## src/rtl/axi_rd_arbiter_pkg.sv

```systemverilog
// Shared definitions for the two-requester AXI read-channel arbiter:
// FSM state encoding, burst/response codes and requester identifiers.
package axi_rd_arbiter_pkg;

    typedef enum logic [1:0] {
        IDLE = 2'd0,
        ADDR = 2'd1,
        DATA = 2'd2
    } arb_state_t;

    typedef enum logic [1:0] {
        BURST_FIXED = 2'b00,
        BURST_INCR  = 2'b01,
        BURST_WRAP  = 2'b10
    } burst_t;

    typedef enum logic [1:0] {
        RESP_OKAY   = 2'b00,
        RESP_SLVERR = 2'b10
    } resp_t;

    // Bit index of each requester inside the one-hot grant vector.
    typedef enum logic {
        REQ_IC = 1'b0,
        REQ_DC = 1'b1
    } req_id_t;

endpackage

```

## src/rtl/axi_rd_arbiter_if.sv

```systemverilog
// AXI-style read channel bundle (AR + R). The "master" modport is the side
// that issues addresses; the "slave" modport is the side that returns data.
interface axi_rd_arbiter_if #(
    parameter int ADDR_W = 32,
    parameter int DATA_W = 64
);
    logic [ADDR_W-1:0] araddr;
    logic              arvalid;
    logic [1:0]        arburst;
    logic [7:0]        arlen;
    logic [2:0]        arsize;
    logic              arready;
    logic [DATA_W-1:0] rdata;
    logic [1:0]        rresp;
    logic              rvalid;
    logic              rlast;
    logic              rready;

    modport master (
        output araddr, arvalid, arburst, arlen, arsize, rready,
        input  arready, rdata, rresp, rvalid, rlast
    );

    modport slave (
        input  araddr, arvalid, arburst, arlen, arsize, rready,
        output arready, rdata, rresp, rvalid, rlast
    );
endinterface

```

## src/rtl/axi_rd_arbiter_arb_pick.sv

```systemverilog
// Winner selection for the read arbiter.
// Default build: fixed priority, dcache (m1) beats icache (m0).
// With AXI_ARB_RR_EN defined: round-robin, the requester that did not own
// the last completed burst wins a tie.
module arb_pick
    import axi_rd_arbiter_pkg::*;
(
    input  logic [1:0] req,
    input  logic       last_owner,
    output logic [1:0] win
);

`ifdef AXI_ARB_RR_EN
    // On a tie hand the bus to whoever did not finish the previous burst.
    always_comb begin
        win = 2'b00;
        if (req == 2'b11) begin
            win = last_owner ? 2'b01 : 2'b10;
        end else begin
            win = req;
        end
    end
`else
    logic unused_last_owner;
    assign unused_last_owner = last_owner;

    // The dcache always wins a tie; the icache only wins when alone.
    always_comb begin
        win = 2'b00;
        if (req[REQ_DC]) begin
            win[REQ_DC] = 1'b1;
        end else if (req[REQ_IC]) begin
            win[REQ_IC] = 1'b1;
        end
    end
`endif

endmodule

```

## src/rtl/axi_rd_arbiter.sv

```systemverilog
// Shares one AXI-style read channel between the icache (m0) and the dcache
// (m1). A grant is held from the AR handshake through the rlast beat, and
// the burst length is checked against arlen (sticky proto_err).
// Optional round-robin arbitration is enabled by defining AXI_ARB_RR_EN.
module axi_rd_arbiter
    import axi_rd_arbiter_pkg::*;
#(
    parameter int ADDR_W = 32,
    parameter int DATA_W = 64
) (
    input  logic              clk,
    input  logic              rst,
    axi_rd_arbiter_if.slave   m0,
    axi_rd_arbiter_if.slave   m1,
    axi_rd_arbiter_if.master  s,
    output logic              busy,
    output logic [1:0]        grant,
    output logic              proto_err
);

    arb_state_t        state_q, state_d;
    logic [1:0]        grant_q;
    logic [7:0]        len_q;
    logic [8:0]        beat_cnt_q;
    logic              proto_err_q;
    logic              last_owner;

    logic [1:0]        req;
    logic [1:0]        win;
    logic              sel_dc;
    logic [ADDR_W-1:0] sel_araddr;
    logic              sel_arvalid;
    logic [7:0]        sel_arlen;
    logic              sel_rready;
    logic              ar_hs;
    logic              r_hs;
    logic              last_hs;

    assign req         = {m1.arvalid, m0.arvalid};
    assign sel_dc      = grant_q[REQ_DC];
    assign sel_araddr  = sel_dc ? m1.araddr  : m0.araddr;
    assign sel_arvalid = sel_dc ? m1.arvalid : m0.arvalid;
    assign sel_arlen   = sel_dc ? m1.arlen   : m0.arlen;
    assign sel_rready  = sel_dc ? m1.rready  : m0.rready;

    assign ar_hs   = (state_q == ADDR) && sel_arvalid && s.arready;
    assign r_hs    = (state_q == DATA) && s.rvalid && sel_rready;
    assign last_hs = r_hs && s.rlast;

    arb_pick u_pick (
        .req        (req),
        .last_owner (last_owner),
        .win        (win)
    );

`ifdef AXI_ARB_RR_EN
    logic last_owner_q;

    // Remember which requester owned the most recently completed burst.
    always_ff @(posedge clk) begin
        if (rst) begin
            last_owner_q <= 1'b0;
        end else if (last_hs) begin
            last_owner_q <= grant_q[REQ_DC];
        end
    end

    assign last_owner = last_owner_q;
`else
    assign last_owner = 1'b0;
`endif

    // FSM state register.
    always_ff @(posedge clk) begin
        if (rst) begin
            state_q <= IDLE;
        end else begin
            state_q <= state_d;
        end
    end

    // Next state: arbitrate in IDLE, wait for AR handshake, then for rlast.
    always_comb begin
        state_d = state_q;
        case (state_q)
            IDLE:    if (|req)   state_d = ADDR;
            ADDR:    if (ar_hs)  state_d = DATA;
            DATA:    if (last_hs) state_d = IDLE;
            default: state_d = IDLE;
        endcase
    end

    // Grant ownership, captured burst length, beat counter and error flag.
    always_ff @(posedge clk) begin
        if (rst) begin
            grant_q     <= 2'b00;
            len_q       <= 8'd0;
            beat_cnt_q  <= 9'd0;
            proto_err_q <= 1'b0;
        end else begin
            case (state_q)
                IDLE: begin
                    if (|req) grant_q <= win;
                end
                ADDR: begin
                    if (ar_hs) begin
                        len_q      <= sel_arlen;
                        beat_cnt_q <= 9'd0;
                    end
                end
                DATA: begin
                    if (r_hs) begin
                        beat_cnt_q <= beat_cnt_q + 9'd1;
                        if (s.rlast && (beat_cnt_q != {1'b0, len_q})) proto_err_q <= 1'b1;
                        if (!s.rlast && (beat_cnt_q == {1'b0, len_q})) proto_err_q <= 1'b1;
                        if (s.rlast) grant_q <= 2'b00;
                    end
                end
                default: grant_q <= 2'b00;
            endcase
        end
    end

    // Channel steering: AR forwarded in ADDR, R forwarded in DATA, else idle.
    always_comb begin
        s.araddr   = {ADDR_W{1'b0}};
        s.arvalid  = 1'b0;
        s.arburst  = 2'b00;
        s.arlen    = 8'd0;
        s.arsize   = 3'd0;
        s.rready   = 1'b0;
        m0.arready = 1'b0;
        m0.rdata   = {DATA_W{1'b0}};
        m0.rresp   = 2'b00;
        m0.rvalid  = 1'b0;
        m0.rlast   = 1'b0;
        m1.arready = 1'b0;
        m1.rdata   = {DATA_W{1'b0}};
        m1.rresp   = 2'b00;
        m1.rvalid  = 1'b0;
        m1.rlast   = 1'b0;
        case (state_q)
            ADDR: begin
                s.araddr  = sel_araddr;
                s.arvalid = sel_arvalid;
                s.arburst = sel_dc ? m1.arburst : m0.arburst;
                s.arlen   = sel_arlen;
                s.arsize  = sel_dc ? m1.arsize : m0.arsize;
                if (sel_dc) m1.arready = s.arready;
                else        m0.arready = s.arready;
            end
            DATA: begin
                s.rready = sel_rready;
                if (sel_dc) begin
                    m1.rdata  = s.rdata;
                    m1.rresp  = s.rresp;
                    m1.rvalid = s.rvalid;
                    m1.rlast  = s.rlast;
                end else begin
                    m0.rdata  = s.rdata;
                    m0.rresp  = s.rresp;
                    m0.rvalid = s.rvalid;
                    m0.rlast  = s.rlast;
                end
            end
            default: ;
        endcase
    end

    assign busy      = (state_q != IDLE);
    assign grant     = grant_q;
    assign proto_err = proto_err_q;

endmodule
```

## src/flat_wrapper.sv

```systemverilog
// flat-port wrapper written by rule: the top's interface ports become plain ports
module axi_rd_arbiter_flat import axi_rd_arbiter_pkg::*;
#(
    parameter int ADDR_W = 32,
    parameter int DATA_W = 64
)
  (clk, rst, busy, grant, proto_err, m0_araddr, m0_arvalid, m0_arburst, m0_arlen, m0_arsize, m0_rready, m0_arready, m0_rdata, m0_rresp, m0_rvalid, m0_rlast, m1_araddr, m1_arvalid, m1_arburst, m1_arlen, m1_arsize, m1_rready, m1_arready, m1_rdata, m1_rresp, m1_rvalid, m1_rlast, s_araddr, s_arvalid, s_arburst, s_arlen, s_arsize, s_rready, s_arready, s_rdata, s_rresp, s_rvalid, s_rlast);
  axi_rd_arbiter_if #(.ADDR_W(ADDR_W), .DATA_W(DATA_W)) m0_i ();
  axi_rd_arbiter_if #(.ADDR_W(ADDR_W), .DATA_W(DATA_W)) m1_i ();
  axi_rd_arbiter_if #(.ADDR_W(ADDR_W), .DATA_W(DATA_W)) s_i ();
  input  logic clk;
  input  logic rst;
  output logic busy;
  output logic [1:0] grant;
  output logic proto_err;
  input wire logic [$bits(m0_i.araddr)-1:0] m0_araddr;
  input wire logic [$bits(m0_i.arvalid)-1:0] m0_arvalid;
  input wire logic [$bits(m0_i.arburst)-1:0] m0_arburst;
  input wire logic [$bits(m0_i.arlen)-1:0] m0_arlen;
  input wire logic [$bits(m0_i.arsize)-1:0] m0_arsize;
  input wire logic [$bits(m0_i.rready)-1:0] m0_rready;
  output wire logic [$bits(m0_i.arready)-1:0] m0_arready;
  output wire logic [$bits(m0_i.rdata)-1:0] m0_rdata;
  output wire logic [$bits(m0_i.rresp)-1:0] m0_rresp;
  output wire logic [$bits(m0_i.rvalid)-1:0] m0_rvalid;
  output wire logic [$bits(m0_i.rlast)-1:0] m0_rlast;
  input wire logic [$bits(m1_i.araddr)-1:0] m1_araddr;
  input wire logic [$bits(m1_i.arvalid)-1:0] m1_arvalid;
  input wire logic [$bits(m1_i.arburst)-1:0] m1_arburst;
  input wire logic [$bits(m1_i.arlen)-1:0] m1_arlen;
  input wire logic [$bits(m1_i.arsize)-1:0] m1_arsize;
  input wire logic [$bits(m1_i.rready)-1:0] m1_rready;
  output wire logic [$bits(m1_i.arready)-1:0] m1_arready;
  output wire logic [$bits(m1_i.rdata)-1:0] m1_rdata;
  output wire logic [$bits(m1_i.rresp)-1:0] m1_rresp;
  output wire logic [$bits(m1_i.rvalid)-1:0] m1_rvalid;
  output wire logic [$bits(m1_i.rlast)-1:0] m1_rlast;
  output wire logic [$bits(s_i.araddr)-1:0] s_araddr;
  output wire logic [$bits(s_i.arvalid)-1:0] s_arvalid;
  output wire logic [$bits(s_i.arburst)-1:0] s_arburst;
  output wire logic [$bits(s_i.arlen)-1:0] s_arlen;
  output wire logic [$bits(s_i.arsize)-1:0] s_arsize;
  output wire logic [$bits(s_i.rready)-1:0] s_rready;
  input wire logic [$bits(s_i.arready)-1:0] s_arready;
  input wire logic [$bits(s_i.rdata)-1:0] s_rdata;
  input wire logic [$bits(s_i.rresp)-1:0] s_rresp;
  input wire logic [$bits(s_i.rvalid)-1:0] s_rvalid;
  input wire logic [$bits(s_i.rlast)-1:0] s_rlast;
  assign m0_i.araddr = m0_araddr;
  assign m0_i.arvalid = m0_arvalid;
  assign m0_i.arburst = m0_arburst;
  assign m0_i.arlen = m0_arlen;
  assign m0_i.arsize = m0_arsize;
  assign m0_i.rready = m0_rready;
  assign m0_arready = m0_i.arready;
  assign m0_rdata = m0_i.rdata;
  assign m0_rresp = m0_i.rresp;
  assign m0_rvalid = m0_i.rvalid;
  assign m0_rlast = m0_i.rlast;
  assign m1_i.araddr = m1_araddr;
  assign m1_i.arvalid = m1_arvalid;
  assign m1_i.arburst = m1_arburst;
  assign m1_i.arlen = m1_arlen;
  assign m1_i.arsize = m1_arsize;
  assign m1_i.rready = m1_rready;
  assign m1_arready = m1_i.arready;
  assign m1_rdata = m1_i.rdata;
  assign m1_rresp = m1_i.rresp;
  assign m1_rvalid = m1_i.rvalid;
  assign m1_rlast = m1_i.rlast;
  assign s_araddr = s_i.araddr;
  assign s_arvalid = s_i.arvalid;
  assign s_arburst = s_i.arburst;
  assign s_arlen = s_i.arlen;
  assign s_arsize = s_i.arsize;
  assign s_rready = s_i.rready;
  assign s_i.arready = s_arready;
  assign s_i.rdata = s_rdata;
  assign s_i.rresp = s_rresp;
  assign s_i.rvalid = s_rvalid;
  assign s_i.rlast = s_rlast;
  axi_rd_arbiter #(.ADDR_W(ADDR_W), .DATA_W(DATA_W)) u_core (.clk(clk), .rst(rst), .m0(m0_i), .m1(m1_i), .s(s_i), .busy(busy), .grant(grant), .proto_err(proto_err));
endmodule
```

## config.mk

```make
export PLATFORM = sky130hd
export DESIGN_NAME = axi_rd_arbiter_flat
export DESIGN_NICKNAME = d
export VERILOG_FILES = /design/src/rtl/axi_rd_arbiter_pkg.sv /design/src/rtl/axi_rd_arbiter_if.sv /design/src/rtl/axi_rd_arbiter_arb_pick.sv /design/src/rtl/axi_rd_arbiter.sv /design/src/flat_wrapper.sv
export SDC_FILE = /design/constraint.sdc
export NUM_CORES = 1
export LEC_CHECK = 0
export CORE_AREA = 2 2 136 138
export CTS_BUF_LIST = sky130_fd_sc_hd__clkbuf_8
export DETAILED_ROUTE_END_ITERATION = 16
export DIE_AREA = 0 0 138 140
export SETUP_SLACK_MARGIN = 0.5
export SYNTH_ARGS = -nofsm -noshare
export SYNTH_HDL_FRONTEND = slang
export SYNTH_HIERARCHICAL = 1
export SYNTH_SLANG_ARGS = --single-unit
```

## constraint.sdc

```tcl
create_clock -name clk -period 5.15 [get_ports clk]
set_clock_uncertainty 0.05 [all_clocks]
set_input_delay 1.2875 -clock clk [delete_from_list [all_inputs] [get_ports clk]]
set_output_delay 1.2875 -clock clk [all_outputs]
set_load 0.02 [all_outputs]
```

==> out/metrics.csv <==
stage;metric;value;unit
global_route;gr-usage-met1;17.4;%
pwr;p_per_area;114;mW/mm^2
job;maxCapViolations;0;
timing;final_max_slew_viol_count;0;
routing;routedWlPerCell;15.9;um
global_route;grt_pass1_wl;22300;um
worst_setup_path;crit_type;primary input to output pin;
final_layout;drive_above_1_share;2.80;%
run_status;status;finished clean;
min_path;holdCritPathClass;register to register;
global_route;grt_use_met2;26.4;%
cts;max-clock-path-buffers;2;
final_layout;stdcell_count;943;
timing;max_freq;239;MHz
final_layout;fillers;1902;
pwr;ir_drop;87.4;uV
global_route;grt_pass1_vias;3777;
cts;numCtsBuffers;3;
routing;final_antenna_net_count;0;
routing;drt_iter0_drc;121;
final_layout;multi_input_area;0.00215;sq mm
placed_design;dp_hpwl;12500;um
die;dieHeight;140;um
cts;post_cts_buffers;0;
timing;slew_headroom;37.8;%
routing;wirelength;15000;um
cts;postCtsHoldBufs;0;
pwr;p_comb_share;57.5;%
synthesis;avgSynthCellArea;7.09;sq um
global_route;use_met3;3.69;%
worst_setup_path;cp_data_required_time;3.81;ns
cts;clk_pin_slew_worst_paths;0.08;ns
worst_setup_path;cp_data_arrival_time;2.85;ns
timing;period_needed;4.19;ns
die;core;0.0178;sq mm
global_route;grt_overflow;0;
timing;whs;0.437;ns
cts;htreeDepth;1;
routing;vias;3720;
placed_design;placed_cells;939;
final_layout;area_delta_synth_final;139;%
worst_setup_path;worstPathMaxFanout;5;
global_route;busiest_layer;met2;
synthesis;synthCells;384;
timing;hold_violations;0;
synthesis;netlist_area;0.00272;sq mm
min_path;holdPathStages;2;
timing;setup_viol;0;
final_layout;seqCellArea;444;sq um
routing;routed_via_density;3.94;
timing;rsz0062_at_grt;false;
worst_setup_path;r2r_slack;3.19;ns
pwr;p_leak;2.37;nW
die;start_util;15.3;%
routing;first_pass_iters;4;
pwr;p_sw_share;34.0;%
pwr;power_frac_seq;25.9;%
pwr;p_sw;0.252;mW
final_layout;num-nets-final;881;
final_layout;n_antenna_cell;0;
cts;insertion_delay;0.26;ns
cts;root_buffer;clkbuf_8;
cts;cts_sinks;22;
placed_design;gp_congestion;0.779;
worst_setup_path;crit_path_end_kind;output pin;
pwr;clkPwrFrac;16.6;%
routing;drc;0;
worst_setup_path;rr_worst_depth;4;
cts;tritoncts;yes;
worst_setup_path;cp-start-kind;primary input;
global_route;antenna_found_initial;0;
global_route;grt_use_total;14.4;%
timing;worst_pin_slew;0.934;ns
die;ios;354;
die;row_count;49;
cts;cts_resized;0;
synthesis;synth_nets;550;
placed_design;port_buffers;353;
timing;final.setup.tns;0;ns
synthesis;yosysWarnings;6;
die;die_area;0.0193;sq mm
placed_design;postPlaceCellArea;0.00645;sq mm
die;fp.dieW;138;um
global_route;grt_max_degree;69;
pwr;p_int;0.488;mW
final_layout;finalInstanceArea;0.00651;sq mm
timing;post-route-period-util;81.3;%
==> power by group through the flow <==
| stage | clock [mW] | sequential [mW] | combinational [mW] |
|---|---|---|---|
| after detailed placement | 0 | 0.197 | 0.430 |
| final | 0.123 | 0.192 | 0.425 |
| after CTS | 0.130 | 0.193 | 0.433 |
| after global placement | 0 | 0.197 | 0.430 |
| after global routing | 0.139 | 0.194 | 0.456 |
| after floorplan | 0 | 0.187 | 0.183 |
==> worst max-delay path, cell delays in order <==
cell,delay (ns)
clkdlybuf4s50_1,0.57
mux2_4,0.22
nor2b_1,0.13
clkdlybuf4s50_1,0.65
==> cell usage in the layout, fill, tap and decap left out, types with 2 or more instances in the layout <==
cell               n
a211oi_1           8
a21oi_1           12
and2_1           139
buf_4              4
clkbuf_8           4
clkdlybuf4s50_1  353
dfxtp_1           21
inv_1              4
mux2_4             2
mux2i_1           46
nand2_1            8
nand2b_1           2
nand3_1            3
nand4_1            2
nor2_1            59
nor2_4             2
nor2b_1            2
nor3_1             2
o21ai_0            3
o31ai_1            6
or4_1              6
xor2_1             8
==> state kept, by name, indices dropped and copies added, names as in the netlist <==
signal / cells
u_core/len_q: 8
u_core/grant: 2
u_core/proto_err: 1
u_core/state_q: 2
u_core/beat_cnt_q: 9
==> layout make-up <==
cell class | instances | share of cell area [%]
inverter | 4 | 0.231
clock buffer | 4 | 0.846
timing repair buffer | 357 | 54.7
tap | 229 | 4.40
sequential | 22 | 6.82
multi-input combinational | 327 | 33.0
==> stage by stage <==
stage          total power, mW  utilization [%]  setup WS, ns
6_report                 0.740             36.6         0.963
3_3_place_gp             0.626             36.3         0.946
4_1_cts                  0.755             36.6         0.936
5_1_grt                  0.790             36.6         0.897
2_1_floorplan            0.370                -          2.04
3_5_place_dp             0.626             36.3         0.934
==> worst paths after layout <==
check,from,end
worst min register to register,u_core/beat_cnt_q[8],u_core/beat_cnt_q[8]
worst max-delay path,m1_arvalid,s_arvalid
worst max register to register,u_core/grant[1],u_core/beat_cnt_q[5]
worst min-delay path,u_core/beat_cnt_q[8],u_core/beat_cnt_q[8]
==> per-layer routing <==
layer	share of wire, %	up-vias
li1	-	1922
met1	42	1644
met2	51	140
met3	5.8	14
met4	1.2	0
met5	0	-
(Power assumes the default switching activity.)
